<file path="config.mk">
export PLATFORM = sky130hd
export DESIGN_NAME = seq_divider
export DESIGN_NICKNAME = d
export VERILOG_FILES = /design/src/rtl/seq_divider.sv
export SDC_FILE = /design/constraint.sdc
export NUM_CORES = 1
export LEC_CHECK = 0
export BUFFER_PORTS_ARGS = -buffer_cell sky130_fd_sc_hd__buf_4
export CORE_ASPECT_RATIO = 2
export CORE_MARGIN = 8
export CORE_UTILIZATION = 43
export DETAILED_ROUTE_END_ITERATION = 16
export PLACE_DENSITY = 0.58
export SYNTH_ARGS = -nofsm -noshare
export SYNTH_HDL_FRONTEND = slang
export SYNTH_SLANG_ARGS = --single-unit
</file>
<file path="constraint.sdc">
create_clock -name clk -period 3.45 [get_ports clk]
set_clock_uncertainty 0.2 [all_clocks]
set_input_delay 0.69 -clock clk [delete_from_list [all_inputs] [get_ports clk]]
set_output_delay 0.69 -clock clk [all_outputs]
set_load 0.1 [all_outputs]
</file>
<file path="src/rtl/seq_divider.sv">
// Multi-cycle radix-2 restoring divider, signed or unsigned, one quotient bit per cycle.
// Operands are latched on accept; results are held until the next accepted operation.
module seq_divider #(
  parameter int WIDTH = 32,
  parameter int CNT_W = 6
) (
  input  logic             clk,
  input  logic             rst_n,
  input  logic             start,
  input  logic             signed_op,
  input  logic [WIDTH-1:0] dividend,
  input  logic [WIDTH-1:0] divisor,
  output logic             busy,
  output logic             done,
  output logic [WIDTH-1:0] quotient,
  output logic [WIDTH-1:0] remainder,
  output logic             div_by_zero
);

  typedef enum logic [1:0] {IDLE, ITER, FIX, DONE} state_t;

  state_t           state, state_nxt;
  logic [WIDTH-1:0] dvsr;
  logic [WIDTH-1:0] shreg;
  logic [WIDTH-1:0] prem;
  logic [WIDTH-1:0] orig_dvd;
  logic [CNT_W-1:0] count;
  logic             neg_q, neg_r;
  logic [WIDTH-1:0] abs_dvd, abs_dvs;
  logic [WIDTH+1:0] trial;
  logic             accept;

  assign accept  = (state == IDLE) && start;
  assign abs_dvd = (signed_op && dividend[WIDTH-1]) ? -dividend : dividend;
  assign abs_dvs = (signed_op && divisor[WIDTH-1])  ? -divisor  : divisor;
  // Two guard bits: the top bit of the difference is the borrow, i.e. "trial < 0".
  assign trial   = {1'b0, prem, shreg[WIDTH-1]} - {2'b00, dvsr};

  always_ff @(posedge clk or negedge rst_n) begin
    if (!rst_n) state <= IDLE;
    else        state <= state_nxt;
  end

  always_comb begin
    state_nxt = state;
    busy      = 1'b1;
    done      = 1'b0;
    unique case (state)
      IDLE: begin
        busy = 1'b0;
        if (start) state_nxt = (divisor == '0) ? FIX : ITER;
      end
      ITER:    if (count == CNT_W'(1)) state_nxt = FIX;
      FIX:     state_nxt = DONE;
      DONE: begin
        done      = 1'b1;
        state_nxt = IDLE;
      end
      default: state_nxt = IDLE;
    endcase
  end

  always_ff @(posedge clk or negedge rst_n) begin
    if (!rst_n) begin
      dvsr        <= '0;
      shreg       <= '0;
      prem        <= '0;
      orig_dvd    <= '0;
      count       <= '0;
      neg_q       <= 1'b0;
      neg_r       <= 1'b0;
      quotient    <= '0;
      remainder   <= '0;
      div_by_zero <= 1'b0;
    end else begin
      if (accept) begin
        dvsr        <= abs_dvs;
        shreg       <= abs_dvd;
        prem        <= '0;
        orig_dvd    <= dividend;
        count       <= CNT_W'(WIDTH);
        neg_q       <= signed_op & (dividend[WIDTH-1] ^ divisor[WIDTH-1]);
        neg_r       <= signed_op & dividend[WIDTH-1];
        div_by_zero <= 1'b0;
      end
      if (state == ITER) begin
        count <= count - CNT_W'(1);
        if (trial[WIDTH+1]) begin
          prem  <= {prem[WIDTH-2:0], shreg[WIDTH-1]};
          shreg <= {shreg[WIDTH-2:0], 1'b0};
        end else begin
          prem  <= trial[WIDTH-1:0];
          shreg <= {shreg[WIDTH-2:0], 1'b1};
        end
      end
      // A zero divisor is still zero after taking its absolute value.
      if (state == FIX) begin
        if (dvsr == '0) begin
          quotient    <= '1;
          remainder   <= orig_dvd;
          div_by_zero <= 1'b1;
        end else begin
          quotient    <= neg_q ? -shreg : shreg;
          remainder   <= neg_r ? -prem  : prem;
        end
      end
    end
  end

endmodule

</file>
### Yosys cells after proc, flatten, opt, wreduce, memory -nomap -nowiden

Index checks and enable logic that the tools add are counted.

| word-level totals | value |
|---|---|
| register bits after elaboration | 203 |
| word-level logic and storage cells | 57 |
| bits of input ports | 68 |

| cells by class | value |
|---|---|
| reduce and logical (&&, ||, !) cells | 8 |
| bitwise operators | 3 |
| equality and inequality tests | 6 |
| mux-type cells | 23 |
| $add $sub $neg | 6 |

Operator list:

| kind | number |
|---|---|
| 2-to-1 mux 32 bit | 11 |
| negation 32 bit | 4 |
| zero test 32 bit | 2 |
| subtractor 33 x 32 -> 34 bit | 1 |
| 2-to-1 mux 6 bit | 2 |
| one-hot mux 2 bit (4 select lines) | 1 |
| equality test 6 x 1 -> 1 bit (second input constant) | 1 |
| 2-to-1 mux 1 bit | 6 |
| 2-to-1 mux 2 bit | 3 |
| subtractor 6 x 1 -> 6 bit (second input constant) | 1 |
| equality test 2 bit (second input constant) | 2 |
| != test 2 bit (second input constant) | 2 |
| logical AND 1 bit | 3 |
| bitwise AND 1 bit | 2 |
| equality test 2 x 1 -> 1 bit (second input constant) | 1 |
| zero test 2 bit | 1 |
| AND reduction 2 bit | 1 |
| nonzero test 2 bit | 1 |
| bitwise XOR 1 bit | 1 |

### Depth between registers and ports, before layout

Gate-level depths: netlist of run 1.

| logic depth | value |
|---|---|
| depth in word-level cells | 5 |
| depth in mapped cells | 12 |
| mapped depth without buffers | 12 |

### Least setup slack after synthesis of run 1

OpenSTA, ideal clock, no wires.

| timing | value |
|---|---|
| path kind | input to register |
| start | in dividend[8] |
| end | reg shreg[29] |
| slack | 0.177 ns |
| arrival time | 2.990 ns |
| setup time | 0.083 ns |
| stages on the path | 9 |
| data required time | 3.167 ns |
| cell sequence | or3_1 or3_1 or3_1 nor3b_2 nand3b_1 o41ai_1 xnor2_1 mux2i_1 o21ai_0 |

| between the ends | value |
|---|---|
| longest elaborated chain between the ends | 4 |

RTL lines:

| item | RTL line | RTL |
|---|---|---|
| start: declaration | 11 | `input logic [WIDTH-1:0] dividend,` |
| negation 32 bit | 34 | `assign abs_dvd = (signed_op && dividend[WIDTH-1]) ? -dividend : dividend;` |
| 2-to-1 mux 32 bit | 34 |  |
| 2-to-1 mux 32 bit | 76 | `if (accept) begin` |
| 2-to-1 mux 32 bit | 86 | `if (state == ITER) begin` |
| end signal: assignment | 78 | `shreg <= abs_dvd;` |
| end signal: assignment | 90 | `shreg <= {shreg[WIDTH-2:0], 1'b0};` |
| end signal: assignment | 93 | `shreg <= {shreg[WIDTH-2:0], 1'b1};` |
| end: declaration | 24 | `logic [WIDTH-1:0] shreg;` |

No other way between the ends. The select of a mux whose other input is x is not followed.
A chain may end at the register's enable or synchronous reset.

### Final worst setup path of run 1

| timing | value |
|---|---|
| start | reg shreg[8] |
| end | reg quotient[25] |

| between the ends | value |
|---|---|
| longest elaborated chain between the ends | 3 |

RTL lines:

| item | RTL line | RTL |
|---|---|---|
| negation 32 bit | 103 | `quotient <= neg_q ? -shreg : shreg;` |
| 2-to-1 mux 32 bit | 103 |  |
| 2-to-1 mux 32 bit | 98 | `if (dvsr == '0) begin` |
| end signal: assignment | 103 |  |
| end: declaration | 15 | `output logic [WIDTH-1:0] quotient,` |

No other way between the ends.

==> impl_metrics.csv, run 1 <==
group,metric,value,unit
run_status,status,"finished clean",
clock_network,cts_sinks,203,
critical_path,ff2ff_setup_slack,130,ps
clock_network,cts_max_path_buffers,3,
layout,multi_input_area,7210,sq um
clock_network,postCtsSetupBuffers,0,
logic_synthesis,synthesis.nets,1546,
logic_synthesis,synth_area,12700,sq um
critical_path,cp_max_fo,5,
critical_path,cpMostUsedCell,"or3_4",
critical_path,start_kind,"flip-flop",
sta,finalHoldViolCount,0,
logic_synthesis,syn_inst,1434,
floorplanning,die_h,259,microns
logic_synthesis,synth_area_per_cell,8.89,sq um
clock_network,clk_pin_slew,70,ps
logic_synthesis,synth_area_leaders,"dfrtp_1 40%, o21ai_0 6.8%, xnor2_1 5.4%",
sta,max-slew-margin-rel,29.4,%
floorplanning,die_x,138,microns
global_routing,grt_pass1_vias,11000,
sta,max_freq,0.301,GHz
sta,setup_viol,0,
logic_synthesis,ys_seq_area_share,39.9,%
floorplanning,start_util,43.4,%
clock_network,clock_latency,510,ps
logic_synthesis,ys_seq_elements,203,
detailed_routing,dr.pass1.iters,5,
clock_network,cts_tree,"built",
clock_network,clockRootBuffer,"clkbuf_16",
sta,fin_crit,3320,ps
sta,max_slew.worst_pin.slew,1060,ps
clock_network,cts_made_buffers,20,
logic_synthesis,yosys_warnings,0,
logic_synthesis,synth_common_cells,"203 x dfrtp_1, 174 x o21ai_0, 165 x nand2_1, 98 x a21oi_1, 83 x nor2_1",
logic_synthesis,synth_top_area_share,39.9,%
critical_path,slowest_delay,540,ps
critical_path,path_class,"reg2reg",
detailed_routing,drtIter0Drc,390,
global_routing,grt_usage,20.0,%
detailed_routing,wl_per_cell,17.8,microns
layout,area_growth,21.2,%
clock_network,cts_max_level,1,
logic_synthesis,synth_top_area_cell,"dfrtp_1",
critical_path,worst_path_max_delay_cell,"or4_1",
place,place_congestion,0.875,
layout,regArea,5080,sq um
logic_synthesis,yosysMostFrequentCell,"dfrtp_1",
floorplanning,rows,89,
sta,rsz0062_at_grt,"no",
critical_path,worstSetupEndpointType,"flip-flop",
logic_synthesis,synth_edf_count,0,
floorplanning,die-area,35700,sq um
critical_path,cp.required,3640,ps
detailed_routing,totalWireLength,35.2,mm
detailed_routing,ant_nets,0,
sta,timing.hold.ws,238,ps
detailed_routing,drc,0,
logic_synthesis,async_flop_share,100,%
global_routing,grt_pass1_wl,57.1,mm
global_routing,grt_overflow_total,0,
layout,fill_cells,2833,
floorplanning,io_pins,135,
logic_synthesis,synth.distinct_cells,60,
detailed_routing,avgViaCountPerCell,5.43,
critical_path,crit_arrival,3520,ps
critical_path,worstPathCellList,"or4_1, or3_4, or4_4, or3_4, o31ai_2, nand2_1, xor2_1, o22a_1",
global_routing,grt_max_degree,81,
place,dp_hpwl,27.8,mm
layout,layout-drive-gt1-share,20.8,%
logic_synthesis,synth_ff_type,"dfrtp_1",
sta,slew_violations,0,
global_routing,antenna_found_initial,1,
place,port_buffers,134,
sta,period_share,96.4,%
detailed_routing,vias,10800,
layout,nNetsFinal,1715,
floorplanning,core,29400,sq um
flow_run,drv_cap,0,
min_path,hp-class,"in2reg",
## layer usage
metal | track usage [%] | up-vias | share of wire [%]
li1 | - | 5419 | -
met1 | 20.6 | 5115 | 37
met2 | 38.7 | 165 | 56
met3 | 1.61 | 67 | 3.0
met4 | 9.28 | 0 | 4.3
met5 | 0 | - | 0
## cell type report
cell class              instances  area share [%]
diodes                          1          0.0162
clock buffers                  25            3.63
clock inverters                11            1.00
inverters                      62            1.51
multi-input cells            1092            46.7
flip-flops and latches        203            32.9
well taps                     364            2.95
repair buffers                224            11.3
## worst paths after layout
check                                     start                  endpoint  cells past startpoint
setup / recovery           shreg[8]$_DFFE_PN0P_  quotient[25]$_DFFE_PN0P_                      8
hold / removal                     dividend[12]  orig_dvd[12]$_DFFE_PN0P_                      2
setup reg to reg           shreg[8]$_DFFE_PN0P_  quotient[25]$_DFFE_PN0P_                      8
hold reg to reg            count[5]$_DFFE_PN0P_      count[5]$_DFFE_PN0P_                      1
max in group asynchronous                 rst_n      prem[22]$_DFFE_PN0P_                      3
min in group asynchronous                 rst_n  remainder[9]$_DFFE_PN0P_                      2
## placed cells by master (no fill, tap or decap), drive strengths merged, types with 30 or more instances in the layout
master | netlist | routed
mux2 | 55 | 55
buf | 11 | 222
dfrtp | 203 | 203
nor2 | 83 | 83
ha | 43 | 43
o31ai | 30 | 30
a21oi | 98 | 98
mux2i | 30 | 30
nand2 | 165 | 165
xnor2 | 78 | 78
xor2 | 67 | 67
inv | 62 | 62
o21ai | 176 | 176
nand3 | 46 | 46
## registers in the layout (all words and copies together), names as in the netlist
signal,flops
div_by_zero,1
state,2
shreg,32
neg_q,1
quotient,32
remainder,32
orig_dvd,32
prem,32
count,6
dvsr,32
neg_r,1
## per-stage QoR
stage / instances / instance area (sq um) / setup slack (ps) / util [%] / TNS, ps
after floorplan: 1434 / 12700 / 177 / - / 0
after global placement: 1944 / 14700 / -147 / 49.9 / -486
after detailed placement: 1944 / 14700 / -174 / 49.9 / -556
after CTS: 1981 / 15400 / 85.9 / 52.4 / 0
after global routing: 1982 / 15400 / 18.0 / 52.5 / 0
final: 1982 / 15400 / 125 / 52.5 / 0
## worst max-delay path: cells and delay by family (launching register included)
kind            cells  cell delay [ps]
compound gates      2              480
xor+xnor            1              160
flops               1              420
simple gates        5             1940
## timing repair
item | 4_1_cts | 5_1_grt
endpoints found under the setup margin | 0 | 12
hold buffers | 1 | 0
endpoints found under the hold margin | 42 | 0
gates resized for setup | 0 | 8
## cell families (layout without fill, tap and decap cells)
family                     Yosys count  after routing  share of synthesized area [%]
and+or+nand+nor                    402            402                           14.7
xor gates and xnor gates           145            145                           9.96
DFF                                203            203                           39.9
buffers and inverters              139            322                           4.11
adders and majority gates           44             44                           4.38
muxes                               85             85                           7.22
other                                0              1                              0
AOI/OAI and AO/OA                  416            416                           19.8
Power of run 1 is not shown: default switching activity piles up to over one toggle a cycle in this logic, so the estimate is an artifact.
==> run 2, diff against run 1 <==
Settings changed: GPL_TIMING_DRIVEN from default to 1, PLACE_DENSITY 0.58 to 0.61.
Clock period 3.45 ns to 2.7 ns, I/O delays scaled along.
==> impl_metrics.csv, run 2 (synthesis gave the netlist of run 1 again) <==
group,metric,value,unit
floorplanning,rows,89,
run_status,violations,"negative setup slack",
detailed_routing,drc,0,
flow_run,drv_cap,0,
floorplanning,die_h,259,microns
sta,finalHoldViolCount,0,
floorplanning,core,29400,sq um
critical_path,worstSetupEndpointType,"flip-flop",
critical_path,cp.required,2900,ps
floorplanning,io_pins,135,
run_status,status,"complete, but fails checks",
layout,layout-drive-gt1-share,36.6,%
clock_network,clockRootBuffer,"clkbuf_16",
critical_path,crit_arrival,3370,ps
sta,setup_tns,-15340,ps
floorplanning,die_x,138,microns
global_routing,grt_usage,21.5,%
detailed_routing,wl_per_cell,17.9,microns
place,dp_hpwl,28.9,mm
clock_network,clock_latency,510,ps
critical_path,ff2ff_setup_slack,-460,ps
sta,max_slew.worst_pin.slew,570,ps
layout,layout_common_cells,"380 x buf_4, 201 x dfrtp_1, 150 x nand2_1",
clock_network,cts_max_path_buffers,3,
floorplanning,start_util,43.4,%
sta,period_share,117,%
detailed_routing,ant_nets,0,
layout,regArea,5080,sq um
clock_network,clk_pin_slew,70,ps
detailed_routing,dr.pass1.iters,4,
layout,final_common_cell,"buf_4",
place,port_buffers,134,
layout,fill_cells,2549,
sta,max_freq,0.316,GHz
layout,area_growth,42.2,%
sta,setup_slack,-464,ps
layout,nNetsFinal,1909,
sta,rsz0062_at_grt,"yes",
clock_network,cts_made_buffers,20,
clock_network,cts_tree,"built",
global_routing,grt_pass1_wl,61.5,mm
critical_path,start_kind,"flip-flop",
detailed_routing,drtIter0Drc,469,
clock_network,cts_sinks,203,
critical_path,path_class,"reg2reg",
floorplanning,die-area,35700,sq um
global_routing,grt_pass1_vias,12200,
sta,slew_violations,0,
detailed_routing,vias,11800,
place,place_congestion,0.878,
detailed_routing,totalWireLength,38.9,mm
detailed_routing,avgViaCountPerCell,5.40,
clock_network,cts_max_level,1,
global_routing,grt_max_degree,88,
global_routing,antenna_found_initial,2,
layout,multi_input_area,8200,sq um
critical_path,cp_max_fo,3,
sta,max-slew-margin-rel,61.7,%
sta,fin_crit,3160,ps
sta,setup_viol,62,
global_routing,grt_overflow_total,0,
min_path,hp-class,"in2reg",
[run 2: cell count changes in the layout (fill, tap and decap cells not counted), sizes merged]
cell	previous run	this run
clkbuf	26	29
buf	222	416
clkinv	7	4
clkinvlp	0	2
bufinv	4	2
diode	1	2
[run 2: cell type report]
| cell class | count | share of cell area [%] |
|---|---|---|
| well taps | 364 | 2.51 |
| clock buffers | 28 | 3.43 |
| diodes | 2 | 0.0276 |
| inverters | 62 | 1.28 |
| clock inverters | 8 | 0.525 |
| multi-input cells | 1092 | 45.2 |
| repair buffers | 418 | 18.9 |
| flip-flops and latches | 203 | 28.0 |
[run 2: through the flow]
step                instances  instance area [sq um]  hold slack (ps)  util [%]  setup slack, ps
global placement         2110                  16300              262      55.3             -541
CTS                      2171                  17700             80.0      60.2             -473
finish                   2177                  18100             99.8      61.6             -464
detailed placement       2110                  16300              271      55.3             -589
global route             2177                  18100             95.3      61.6             -560
floorplan                1434                  13000             44.4         -             -358
[run 2: worst max-delay path: stages (launching register included)]
cell,delay (ps)
dfrtp_1,380
or4_4,530
or3_4,350
or4_4,450
or3_4,430
o31a_1,350
a21oi_2,140
xnor2_1,80
o22a_1,160
[run 2: metal layers]
metal	GRT usage (%)	up-vias	wire [microns]
met4	11.0	0	1840
li1	-	5813	-
met2	42.6	209	22200
met5	0	-	0
met3	1.76	82	1130
met1	21.1	5661	13700
[run 2: final timing paths]
kind | startpoint | depth (start not counted) | end
hold reg to reg | count[5]$_DFFE_PN0P_ | 1 | count[5]$_DFFE_PN0P_
hold / removal | dividend[29] | 2 | orig_dvd[29]$_DFFE_PN0P_
max in group asynchronous | rst_n | 3 | quotient[30]$_DFFE_PN0P_
setup reg to reg | shreg[8]$_DFFE_PN0P_ | 8 | quotient[29]$_DFFE_PN0P_
min in group asynchronous | rst_n | 2 | dvsr[8]$_DFFE_PN0P_
setup / recovery | shreg[8]$_DFFE_PN0P_ | 8 | quotient[29]$_DFFE_PN0P_
[run 2: timing repair]
| action | 4_1_cts | 5_1_grt |
|---|---|---|
| hold buffers | 1 | 0 |
| setup buffers | 22 | 10 |
| pin swaps | 53 | 62 |
| gates resized for setup | 136 | 81 |
| gates cloned | 3 | 0 |
| hold endpoints to repair | 51 | 0 |
| endpoints found under the setup margin | 65 | 74 |
Power of run 2 is left out for the same reason.
